**src/rtl/serial_host_initiator.sv**
```systemverilog
// serial_host_initiator: one parallel register request -> serial command bytes -> response.
// Optional response timeout built when SERIAL_HOST_TIMEOUT_EN is defined.
module serial_host_initiator #(
  parameter int unsigned PERIPH_ADDR_WIDTH = 4,
  parameter int unsigned REG_ADDR_WIDTH    = 8,
  parameter logic [7:0]  ACK_BYTE          = 8'hAC,
  parameter int unsigned TIMEOUT_CYCLES    = 100_000
) (
  input  logic                         clk_100mhz,
  input  logic                         reset,
  input  logic                         cmd_valid,
  output logic                         cmd_ready,
  input  logic                         cmd_write,
  input  logic [1:0]                   cmd_len,
  input  logic [PERIPH_ADDR_WIDTH-1:0] cmd_periph,
  input  logic [REG_ADDR_WIDTH-1:0]    cmd_reg,
  input  logic [31:0]                  cmd_wdata,
  output logic [7:0]                   tx_data,
  output logic                         tx_valid,
  input  logic                         tx_ready,
  input  logic [7:0]                   rx_data,
  input  logic                         rx_valid,
  output logic                         rsp_valid,
  output logic [31:0]                  rsp_rdata,
  output logic                         rsp_err
);

  typedef enum logic [2:0] {
    S_IDLE,
    S_SEND_HDR,
    S_SEND_REG,
    S_SEND_DATA,
    S_WAIT_RSP,
    S_DONE
  } state_t;

  state_t      state_q, state_d;
  logic        wr_q, wr_d;
  logic [1:0]  len_q, len_d;
  logic [REG_ADDR_WIDTH-1:0] reg_q, reg_d;
  logic [31:0] wdata_q, wdata_d;
  logic [1:0]  cnt_q, cnt_d;
  logic [1:0]  cnt_nx;
  logic        cmd_ready_q, cmd_ready_d;
  logic        tx_valid_q, tx_valid_d;
  logic [7:0]  tx_data_q, tx_data_d;
  logic        rsp_valid_q, rsp_valid_d;
  logic [31:0] rsp_rdata_q, rsp_rdata_d;
  logic        rsp_err_q, rsp_err_d;

`ifdef SERIAL_HOST_TIMEOUT_EN
  localparam int unsigned TO_W = $clog2(TIMEOUT_CYCLES);
  localparam logic [TO_W-1:0] TO_LAST = TO_W'(TIMEOUT_CYCLES - 1);
  logic [TO_W-1:0] to_q, to_d;
`endif

  assign cnt_nx = cnt_q + 2'd1;

  assign cmd_ready = cmd_ready_q;
  assign tx_valid  = tx_valid_q;
  assign tx_data   = tx_data_q;
  assign rsp_valid = rsp_valid_q;
  assign rsp_rdata = rsp_rdata_q;
  assign rsp_err   = rsp_err_q;

  // Next-state and next-output logic for the request/serialise/collect sequence
  always_comb begin
    state_d     = state_q;
    wr_d        = wr_q;
    len_d       = len_q;
    reg_d       = reg_q;
    wdata_d     = wdata_q;
    cnt_d       = cnt_q;
    cmd_ready_d = cmd_ready_q;
    tx_valid_d  = tx_valid_q;
    tx_data_d   = tx_data_q;
    rsp_valid_d = 1'b0;
    rsp_rdata_d = rsp_rdata_q;
    rsp_err_d   = rsp_err_q;
`ifdef SERIAL_HOST_TIMEOUT_EN
    to_d        = to_q;
`endif
    unique case (state_q)
      S_IDLE: begin
        if (cmd_valid) begin
          wr_d        = cmd_write;
          len_d       = cmd_len;
          reg_d       = cmd_reg;
          wdata_d     = cmd_wdata;
          cnt_d       = 2'd0;
          cmd_ready_d = 1'b0;
          tx_valid_d  = 1'b1;
          tx_data_d   = {cmd_write, 1'b0, cmd_len, cmd_periph};
          rsp_rdata_d = '0;
          rsp_err_d   = 1'b0;
          state_d     = S_SEND_HDR;
        end
      end
      S_SEND_HDR: begin
        if (tx_ready) begin
          tx_data_d = 8'(reg_q);
          state_d   = S_SEND_REG;
        end
      end
      S_SEND_REG: begin
        if (tx_ready) begin
          cnt_d = 2'd0;
          if (wr_q) begin
            tx_data_d = wdata_q[7:0];
            state_d   = S_SEND_DATA;
          end else begin
            tx_valid_d = 1'b0;
            state_d    = S_WAIT_RSP;
`ifdef SERIAL_HOST_TIMEOUT_EN
            to_d       = '0;
`endif
          end
        end
      end
      S_SEND_DATA: begin
        if (tx_ready) begin
          if (cnt_q == len_q) begin
            tx_valid_d = 1'b0;
            cnt_d      = 2'd0;
            state_d    = S_WAIT_RSP;
`ifdef SERIAL_HOST_TIMEOUT_EN
            to_d       = '0;
`endif
          end else begin
            cnt_d     = cnt_nx;
            tx_data_d = wdata_q[{cnt_nx, 3'b000} +: 8];
          end
        end
      end
      S_WAIT_RSP: begin
        if (rx_valid) begin
`ifdef SERIAL_HOST_TIMEOUT_EN
          to_d = '0;
`endif
          if (wr_q) begin
            rsp_err_d   = (rx_data != ACK_BYTE);
            rsp_valid_d = 1'b1;
            state_d     = S_DONE;
          end else begin
            rsp_rdata_d[{cnt_q, 3'b000} +: 8] = rx_data;
            if (cnt_q == len_q) begin
              rsp_valid_d = 1'b1;
              state_d     = S_DONE;
            end else begin
              cnt_d = cnt_nx;
            end
          end
        end
`ifdef SERIAL_HOST_TIMEOUT_EN
        else if (to_q == TO_LAST) begin
          rsp_err_d   = 1'b1;
          rsp_valid_d = 1'b1;
          state_d     = S_DONE;
        end else begin
          to_d = to_q + 1'b1;
        end
`endif
      end
      S_DONE: begin
        cmd_ready_d = 1'b1;
        state_d     = S_IDLE;
      end
      default: begin
        cmd_ready_d = 1'b1;
        tx_valid_d  = 1'b0;
        state_d     = S_IDLE;
      end
    endcase
  end

  // State and registered outputs; reset aborts any transfer in flight
  always_ff @(posedge clk_100mhz or posedge reset) begin
    if (reset) begin
      state_q     <= S_IDLE;
      wr_q        <= 1'b0;
      len_q       <= 2'd0;
      reg_q       <= '0;
      wdata_q     <= '0;
      cnt_q       <= 2'd0;
      cmd_ready_q <= 1'b1;
      tx_valid_q  <= 1'b0;
      tx_data_q   <= 8'h00;
      rsp_valid_q <= 1'b0;
      rsp_rdata_q <= '0;
      rsp_err_q   <= 1'b0;
`ifdef SERIAL_HOST_TIMEOUT_EN
      to_q        <= '0;
`endif
    end else begin
      state_q     <= state_d;
      wr_q        <= wr_d;
      len_q       <= len_d;
      reg_q       <= reg_d;
      wdata_q     <= wdata_d;
      cnt_q       <= cnt_d;
      cmd_ready_q <= cmd_ready_d;
      tx_valid_q  <= tx_valid_d;
      tx_data_q   <= tx_data_d;
      rsp_valid_q <= rsp_valid_d;
      rsp_rdata_q <= rsp_rdata_d;
      rsp_err_q   <= rsp_err_d;
`ifdef SERIAL_HOST_TIMEOUT_EN
      to_q        <= to_d;
`endif
    end
  end

endmodule
```
**config.mk**
```make
export PLATFORM = sky130hd
export DESIGN_NAME = serial_host_initiator
export DESIGN_NICKNAME = d
export VERILOG_FILES = /design/src/rtl/serial_host_initiator.sv
export SDC_FILE = /design/constraint.sdc
export NUM_CORES = 1
export LEC_CHECK = 0
export CAP_MARGIN = 5
export CORE_ASPECT_RATIO = 1.2
export CORE_UTILIZATION = 41
export CTS_BUF_LIST = sky130_fd_sc_hd__clkbuf_2
export DETAILED_ROUTE_END_ITERATION = 7
export PLACE_DENSITY = 0.68
export SKIP_LAST_GASP = 1
export SYNTH_ARGS = -nofsm -noshare
export SYNTH_HDL_FRONTEND = slang
export SYNTH_SLANG_ARGS = --single-unit
```
**constraint.sdc**
```tcl
create_clock -name clk_100mhz -period 9.5 [get_ports clk_100mhz]
set_input_delay 1.9 -clock clk_100mhz [delete_from_list [all_inputs] [get_ports clk_100mhz]]
set_output_delay 1.9 -clock clk_100mhz [all_outputs]
set_load 0.02 [all_outputs]
```
==> out/results.ini, run 1 <==
[status]
status=finished, final reports clean

[run]
max_cap_violations=0

[floorplanning]
core_um2=10100
die-area_um2=11000
die_h_um=115
core.rowCount=40
die_w_um=95.8
io_pins=104
start_util_pct=42.8

[grt]
grt_pass1_wl_um=16400
antenna_found_initial=0
grtUsageTotal_pct=19.6
grt_max_degree=93
gr-total-overflow=0
first_global_vias=3261

[cts]
clockBufferDepth=2
cts_root_buf=clkbuf_2
cts_sinks=92
clock_latency_ns=0.55
cts.clk_slew.worst_paths_ns=0.23
htree_levels=3
post_cts_buffers=0
ctsResizeCount=0
tritoncts=yes
postCtsHoldBufs=0
cts_buffers=9

[placement]
gp_congestion=0.808
io_buffers=103
place_hpwl_um=7040

[synthesis]
synthesis.nets=439
yosysWarnings=0
async_reset_ff_share_pct=100
syn-cell-area_um2=4320
synth_edf_count=0
synth_top_flop_cell=dfrtp_1
synth.avg_cell_area_um2=11.6
ys_ff_latch=92
synthCells=374
synth_cell_type_count=47
seq_area_frac_synth_pct=53.3

[timing]
setup-violations-final=0
fin_crit_sh_pct=38.3
grt_setup_unrepaired=no
setup_tns_ns=0
final_max_slew_viol_count=0
tightest_slew_ns=1.15
fin_crit_ns=3.63
fmax_mhz=275
hold_viol=0
slew_headroom_pct=23.6
fin_skew_ns=0.0356

[route]
drt-initial-drc-count=237
viasPerCell=5.37
drt-total-wl_um=9990
vias=3233
drc_errors=0
firstDrtPassIters=4
wl_per_cell_um=16.6
postRouteAntennaNets=0

[critical_path]
required_ns=7.60
critPathMaxStageDelay_ns=0.60
start_kind=flop
endpoint_kind=output port
critPathSlowestCell=dfstp_2
crit_family=flip-flops
path_cells=clkdlybuf4s50_1
path_buf_inv=1
arrival_ns=1.73
path_class=flop to output port
crit_path_max_fanout=3

[worst_hold_path]
hold_path.class=flop to flop

[layout]
fin_util_pct=55.3
drive_gt1_share_pct=15.5
layout-area-overhead-vs-synth_pct=29.3
diodes=0
fin_nets=536

[power_and_ir_drop]
ir_drop_mv=0.138
p_leak_nw=2.34
power_density_nw_per_um2=268

-- cell type report --
cell class	instances	area, µm²
inverter	17	65.1
clock buffer	10	50.0
multi-input combinational	244	1840
sequential	92	2300
tap	126	158
fill	918	4520
clock inverter	6	113
timing repair buffer	107	1060
-- cells in the final DEF, fill, tap and decap left out, drive strengths merged, types with 2 or more instances in the layout --
cell type and count:
xnor2 2, o21ai 31, nor4b 2, a21oi 13, a22o 16, a211oi 3, buf 4, or3b 2
inv 15, ha 5, clkdlybuf4s50 103, nor3 4, clkinv 5, nand3 9, or4bb 2, mux2i 18
nand2 45, nor2 9, and4 2, dfrtp 91, nand2b 7, a2bb2oi 3, bufinv 3, o22ai 3
mux2 46, o221ai 8, clkbuf 10, a221o 3
-- registers in the layout (all words and copies together), names as in the netlist, 2 cells and up --
name / flops
len_q: 2
cnt_q: 2
tx_data: 8
rsp_rdata: 32
state_q: 3
wdata_q: 32
reg_q: 8
-- kinds of logic after synthesis --
| logic type | share of synthesized area, % |
|---|---|
| xor gates and xnor gates | 0.405 |
| muxes | 16.7 |
| DFF | 53.3 |
| adders and majority gates | 1.45 |
| AOI/OAI and AO/OA | 13.2 |
| and+or+nand+nor | 10.7 |
| buffers and inverters | 4.31 |
-- per-stage QoR --
stage | cells | hold WS [ns] | setup slack, ns | total power [mW] | area [µm²]
6_report | 602 | 0.518 | 5.87 | 1.50 | 5590
5_1_grt | 602 | 0.551 | 5.81 | 1.60 | 5590
4_1_cts | 602 | 0.526 | 5.83 | 1.51 | 5590
3_5_place_dp | 586 | 0.475 | 5.44 | 1.26 | 5430
3_3_place_gp | 586 | 0.468 | 5.49 | 1.24 | 5430
2_1_floorplan | 374 | 0.451 | 5.21 | 1.08 | 4320
-- synth_stat cells (2+ instances only) --
cell type	count	area share, %
dfrtp_1	91	53
nand2_1	45	3.9
mux2_2	44	11
mux2i_1	18	4.2
o21ai_1	18	2.1
a22o_1	16	3.2
inv_1	15	1.3
a21oi_1	13	1.5
o21ai_0	12	1.4
nand3_1	9	1.0
clkbuf_1	8	0.69
nor2_1	8	0.69
o221ai_1	8	1.6
nand2b_1	7	1.0
buf_4	6	1.0
buf_2	5	0.58
ha_1	5	1.4
a211oi_1	3	0.52
a221o_1	3	0.69
a2bb2oi_1	3	0.61
nor3_1	3	0.35
o22ai_1	3	0.43
and4_1	2	0.41
buf_6	2	0.52
mux2_1	2	0.52
nor4b_4	2	1.1
or4bb_1	2	0.52
xnor2_1	2	0.41
-- report_power, final --
group / internal (mW) / switching [mW] / total, mW
combinational: 0.313 / 0.311 / 0.624
sequential: 0.525 / 0.106 / 0.631
clock: 0.115 / 0.130 / 0.245
-- per-layer routing --
| metal | global-route usage [%] | up-vias | routed length [µm] |
|---|---|---|---|
| met5 | 0 | - | 0 |
| met4 | 7.06 | 0 | 155 |
| met3 | 3.32 | 15 | 581 |
| met2 | 32.4 | 116 | 4850 |
| met1 | 25.8 | 1567 | 4410 |
| li1 | - | 1535 | - |
-- worst paths after layout --
kind	start	slack, ns	depth (start not counted)	to
setup reg to reg	cnt_q[0]	6.28	7	tx_data[6]
max in group asynchronous	reset	6.76	3	cnt_q[0]
setup / recovery	cmd_ready	5.87	1	cmd_ready
min in group asynchronous	reset	1.97	3	rsp_rdata[31]
hold / removal	rsp_rdata[6]	0.52	2	rsp_rdata[6]
hold reg to reg	rsp_rdata[6]	0.52	2	rsp_rdata[6]
Note: power is estimated with default switching activity, not from simulation.
==> run 2, diff against run 1 <==
- PLACE_DENSITY: 0.68 -> 0.71
- clock period: 9.5 -> 2.9 ns (I/O delays scaled with it)
==> run 2 against run 1 <==
Net effect: critical path depth increased by 6; highest routed layer unchanged; sequential cell count did not move; combinational power grew to 3.4 times the previous value; wire length is 0.40% lower; count of clock-buffer cells in the layout stayed put; cell area is 0.25% lower.
==> out/results.ini, run 2 (synthesis results as in run 1) <==
[status]
status=finished, final reports clean

[critical_path]
start_kind=flop
path_buf_inv=2  ; +1
path_class=flop to flop
reg2reg_from=cnt_q[1]
r2r_end=tx_data[5]
endpoint_kind=flop
critPathSlowestCell=ha_1
critPathMaxStageDelay_ns=0.55  ; -0.05 ns
rrSetupSlack_ns=0.52  ; -5.76 ns
crit_path_max_fanout=9  ; +6
worstRegToRegCells=7  ; unchanged
arrival_ns=2.82  ; +1.09 ns
path_cells=inv_1 -> ha_1 -> buf_4 -> mux2i_1 -> o21ai_0 -> a221o_1 -> mux2_2
crit_family=adder cells
required_ns=3.34  ; -4.26 ns

[layout]
mostFrequentLayoutCell=clkdlybuf4s50_1
fin_area_um2=5580  ; -0.25%
layout-area-overhead-vs-synth_pct=28.9
drive_gt1_share_pct=16.0  ; +0.50 points
layout_common_cells=clkdlybuf4s50_1 (103), dfrtp_1 (91), nand2_1 (45)
fin_util_pct=55.1  ; -0.14 points
final_cells=606  ; +0.66%
diodes=0  ; unchanged
fin_nets=540  ; +0.75%
fillers=889  ; -3.2%

[route]
wl_per_cell_um=16.4  ; -1.1%
drt-initial-drc-count=129  ; -46%
vias=3263  ; +0.93%
firstDrtPassIters=4  ; unchanged
drc_errors=0  ; unchanged
viasPerCell=5.38  ; +0.26%
drt-total-wl_um=9950  ; -0.40%
postRouteAntennaNets=0  ; unchanged

[timing]
grt_setup_unrepaired=no
setup-violations-final=0  ; unchanged
fin_crit_sh_pct=82.0
hold_viol=0  ; unchanged
fin_crit_ns=2.38
fmax_mhz=421
final_max_slew_viol_count=0  ; unchanged
whs_ns=0.389  ; -0.129 ns
tightest_slew_ns=1.12  ; -0.0265 ns
slew_headroom_pct=25.4  ; +1.8 points
fin_skew_ns=0.0351  ; -0.000553 ns
setup_tns_ns=0  ; unchanged
worst_slack_ns=0.523  ; -5.34 ns

[floorplanning]
io_pins=104  ; unchanged
core_um2=10100  ; unchanged
core.rowCount=40  ; unchanged
die-area_um2=11000  ; unchanged
die_h_um=115  ; unchanged
start_util_pct=42.8  ; unchanged
die_w_um=95.8  ; unchanged

[cts]
clockBufferDepth=2  ; unchanged
postCtsHoldBufs=0  ; unchanged
cts_root_buf=clkbuf_2
htree_levels=3  ; unchanged
tritoncts=yes
cts_buffers=9  ; unchanged
cts_sinks=92  ; unchanged
cts.clk_slew.worst_paths_ns=0.24  ; about the same
ctsResizeCount=0  ; unchanged
post_cts_buffers=0  ; unchanged
clock_latency_ns=0.55  ; about the same

[grt]
grtUsageTotal_pct=19.7  ; +0.12 points
antenna_found_initial=0  ; unchanged
grt_max_degree=52  ; -44%
grt_pass1_wl_um=16500  ; +0.51%
first_global_vias=3241  ; -0.61%
gr-total-overflow=0  ; unchanged

[placement]
io_buffers=103  ; unchanged
gp_congestion=0.861  ; +6.5%
dpl.cell_count=590  ; +0.68%
preCtsSetupSlack_ns=0.382  ; -5.05 ns
dpl-instance-area_um2=5480  ; +1.1%
place_hpwl_um=7370  ; +4.8%

[run]
max_cap_violations=0  ; unchanged

[power_and_ir_drop]
p_total_mw=4.68  ; +210%
power_density_nw_per_um2=839  ; +210%
ir_drop_mv=0.406  ; +190%
p_leak_nw=2.32  ; -0.72%

[worst_hold_path]
hold_path.class=input pin to async pin

-- run 2: where the power goes --
group          internal (mW)  switching (mW)  total (mW)  leakage, nW
clock network          0.114           0.427       0.542       0.0555
logic                   1.06            1.06        2.11         1.10
registers               1.72           0.302        2.02         1.16
-- run 2: cell type report --
type	instances	area, µm²	share of cell area (%)
clock buffer	10	50.0	0.898
clock inverter	6	41.3	0.741
inverter	17	67.6	1.21
multi-input combinational	244	1840	33.0
sequential	92	2300	41.3
tap	126	158	2.83
timing repair buffer	111	1120	20.0
-- run 2: worst max-delay path by stage --
stage	start	to	cells past startpoint
floorplan	cnt_q[0]	tx_data[6]	8
global placement	tx_ready	tx_data[1]	5
detailed placement	cmd_valid	wdata_q[27]	5
CTS	cnt_q[1]	tx_data[5]	7
global route	state_q[1]	rsp_rdata[28]	4
finish	cnt_q[1]	tx_data[5]	7
-- run 2: layer usage --
metal  vias up  wire length (µm)  track usage (%)
li1       1552                 -                -
met1      1600              4400             27.0
met2       105              4950             32.0
met3         6               530             3.72
met4         0                68             5.47
met5         -                 0                0
==> run 3, diff against run 2 <==
- clock period: 2.9 -> 2 ns (I/O delays scaled with it)
==> run 3 against run 2 <==
Net effect: critical endpoint is now tx_data[6]; cell area rose by 7.5%; sequential cell count unchanged; via count up 4.2%; clock skew grew 0.0029 ns; utilization is 4.1 points higher; non-clock buffer count grew 32; first-iteration DRC count up 26%; count of clock-buffer cells in the layout unchanged; total power grew 64%.
==> out/results.ini, run 3 (synthesis results as in run 1) <==
[grt]
first_global_vias=3429  ; +5.8%
grt_max_degree=93  ; +79%
gr-total-overflow=0  ; unchanged
grt_pass1_wl_um=16800  ; +1.7%
grtUsageTotal_pct=20.1  ; +0.36 points
antenna_found_initial=0  ; unchanged

[cts]
cts_root_buf=clkbuf_2
cts_sinks=92  ; unchanged
cts.clk_slew.worst_paths_ns=0.26  ; +0.02 ns
clockBufferDepth=2  ; unchanged
htree_levels=3  ; unchanged
clock_latency_ns=0.56  ; about the same
tritoncts=yes
cts_buffers=9  ; unchanged
postCtsHoldBufs=0  ; unchanged

[route]
wl_per_cell_um=16.1  ; -1.8%
vias=3400  ; +4.2%
drc_errors=0  ; unchanged
postRouteAntennaNets=0  ; unchanged
viasPerCell=5.33  ; -1.0%
firstDrtPassIters=4  ; unchanged
drt-initial-drc-count=163  ; +26%
drt-total-wl_um=10300  ; +3.4%

[layout]
layout-area-overhead-vs-synth_pct=38.6
fin_nets=572  ; +5.9%
fillers=880  ; -1.0%
mostFrequentLayoutCell=dfrtp_1
drive_gt1_share_pct=22.5  ; +6.4 points
final_cells=638  ; +5.3%
fin_util_pct=59.3  ; +4.1 points
diodes=0  ; unchanged
fin_area_um2=5990  ; +7.5%
layout_common_cells=dfrtp_1 (90), clkdlybuf4s50_1 (60), nand2_1 (45)

[floorplanning]
core_um2=10100  ; unchanged
core.rowCount=40  ; unchanged
io_pins=104  ; unchanged
die-area_um2=11000  ; unchanged
start_util_pct=42.8  ; unchanged
die_h_um=115  ; unchanged
die_w_um=95.8  ; unchanged

[critical_path]
arrival_ns=2.42  ; -0.40 ns
critPathMaxStageDelay_ns=0.50  ; -0.05 ns
path_class=flop to flop
critPathSlowestCell=mux4_2
crit_path_max_fanout=6  ; -3
required_ns=2.47  ; -0.87 ns
endpoint_kind=flop
path_cells=inv_1 -> ha_4 -> mux4_2 -> mux2i_1 -> o21ai_1 -> mux2_4
start_kind=flop

[power_and_ir_drop]
power_density_nw_per_um2=1280  ; +53%
p_leak_nw=2.89  ; +25%
ir_drop_mv=0.691  ; +70%

[timing]
hold_viol=0  ; unchanged
fin_skew_ns=0.0379  ; +0.00285 ns
slew_headroom_pct=57.5  ; +32 points
setup-violations-final=0  ; unchanged
fmax_mhz=514  ; +22%
tightest_slew_ns=0.633  ; -0.486 ns
fin_crit_sh_pct=97.3  ; +15 points
setup_tns_ns=0  ; unchanged
fin_crit_ns=1.95  ; -0.430 ns
grt_setup_unrepaired=yes
final_max_slew_viol_count=0  ; unchanged

[placement]
dpl.cell_count=614  ; +4.1%
gp_congestion=0.849  ; -1.3%
place_hpwl_um=7500  ; +1.7%
io_buffers=103  ; unchanged
dpl-instance-area_um2=5710  ; +4.2%

[run]
max_cap_violations=0  ; unchanged

[status]
status=finished, final reports clean

[worst_hold_path]
hold_path.class=input pin to async pin

-- run 3: changes by cell type in the layout (fill, tap and decap cells not counted), moves of 3 or more --
cell             before  now
buf_4                 6   35
clkdlybuf4s50_1     103   60
bufinv_16             0    4
dlygate4sd2_1         0   30
buf_12                2    5
dlymetal6s2s_1        0   13
-- run 3: worst paths after layout --
path | from | to | slack [ns] | depth (start not counted)
max | cnt_q[1] | tx_data[6] | 0.05 | 6
min | reset | rsp_rdata[1] | 0.29 | 3
max reg2reg | cnt_q[1] | tx_data[6] | 0.05 | 6
min reg2reg | rsp_rdata[0] | rsp_rdata[0] | 0.51 | 2
max in group asynchronous | reset | wdata_q[2] | 1.33 | 3
min in group clk_100mhz | cmd_wdata[1] | wdata_q[1] | 0.36 | 3
-- run 3: layout make-up --
class | instances | area, µm² | area share, %
sequential | 92 | 2300 | 38.5
clock buffer | 10 | 50.0 | 0.835
timing repair buffer | 143 | 1390 | 23.2
inverter | 17 | 80.1 | 1.34
multi-input combinational | 244 | 1880 | 31.3
clock inverter | 6 | 135 | 2.25
tap | 126 | 158 | 2.63
-- run 3: worst max-delay path, delay by kind of cell, from the launching register on --
kind                     cells  cell delay [ns]
multiplexers                 3             0.92
flip-flops                   1             0.42
adder cells (fa/ha/maj)      1             0.34
buffers and inverters        1             0.11
AO/OA/AOI/OAI                1             0.07
-- run 3: metal layers --
| metal | vias to the layer above | wire (µm) | track usage, % |
|---|---|---|---|
| met5 | - | 0 | 0 |
| met4 | 0 | 156 | 6.67 |
| met3 | 12 | 564 | 4.32 |
| met2 | 104 | 5210 | 34.2 |
| met1 | 1678 | 4360 | 25.2 |
| li1 | 1606 | - | - |
-- run 3: stage by stage --
step	setup slack [ns]	hold slack (ns)	power [mW]
floorplan	-0.0654	0.451	5.16
global placement	-0.263	0.464	6.21
detailed placement	-0.287	0.473	6.32
CTS	0.00291	0.289	7.55
global route	-0.0585	0.277	8.19
finish	0.0535	0.286	7.68
-- run 3: where the power goes --
part	leakage, nW	internal, mW	total [mW]	switching [mW]
sequential	1.16	2.50	2.88	0.383
combinational	1.63	1.80	3.50	1.70
clock	0.106	0.673	1.30	0.629
-- run 3: what timing repair did --
action                                  in CTS  in global routing
gates resized for setup                     32                 18
pin swaps                                    0                  4
setup buffers                                0                  8
cloned                                       0                  0
endpoints found under the setup margin      36                 47
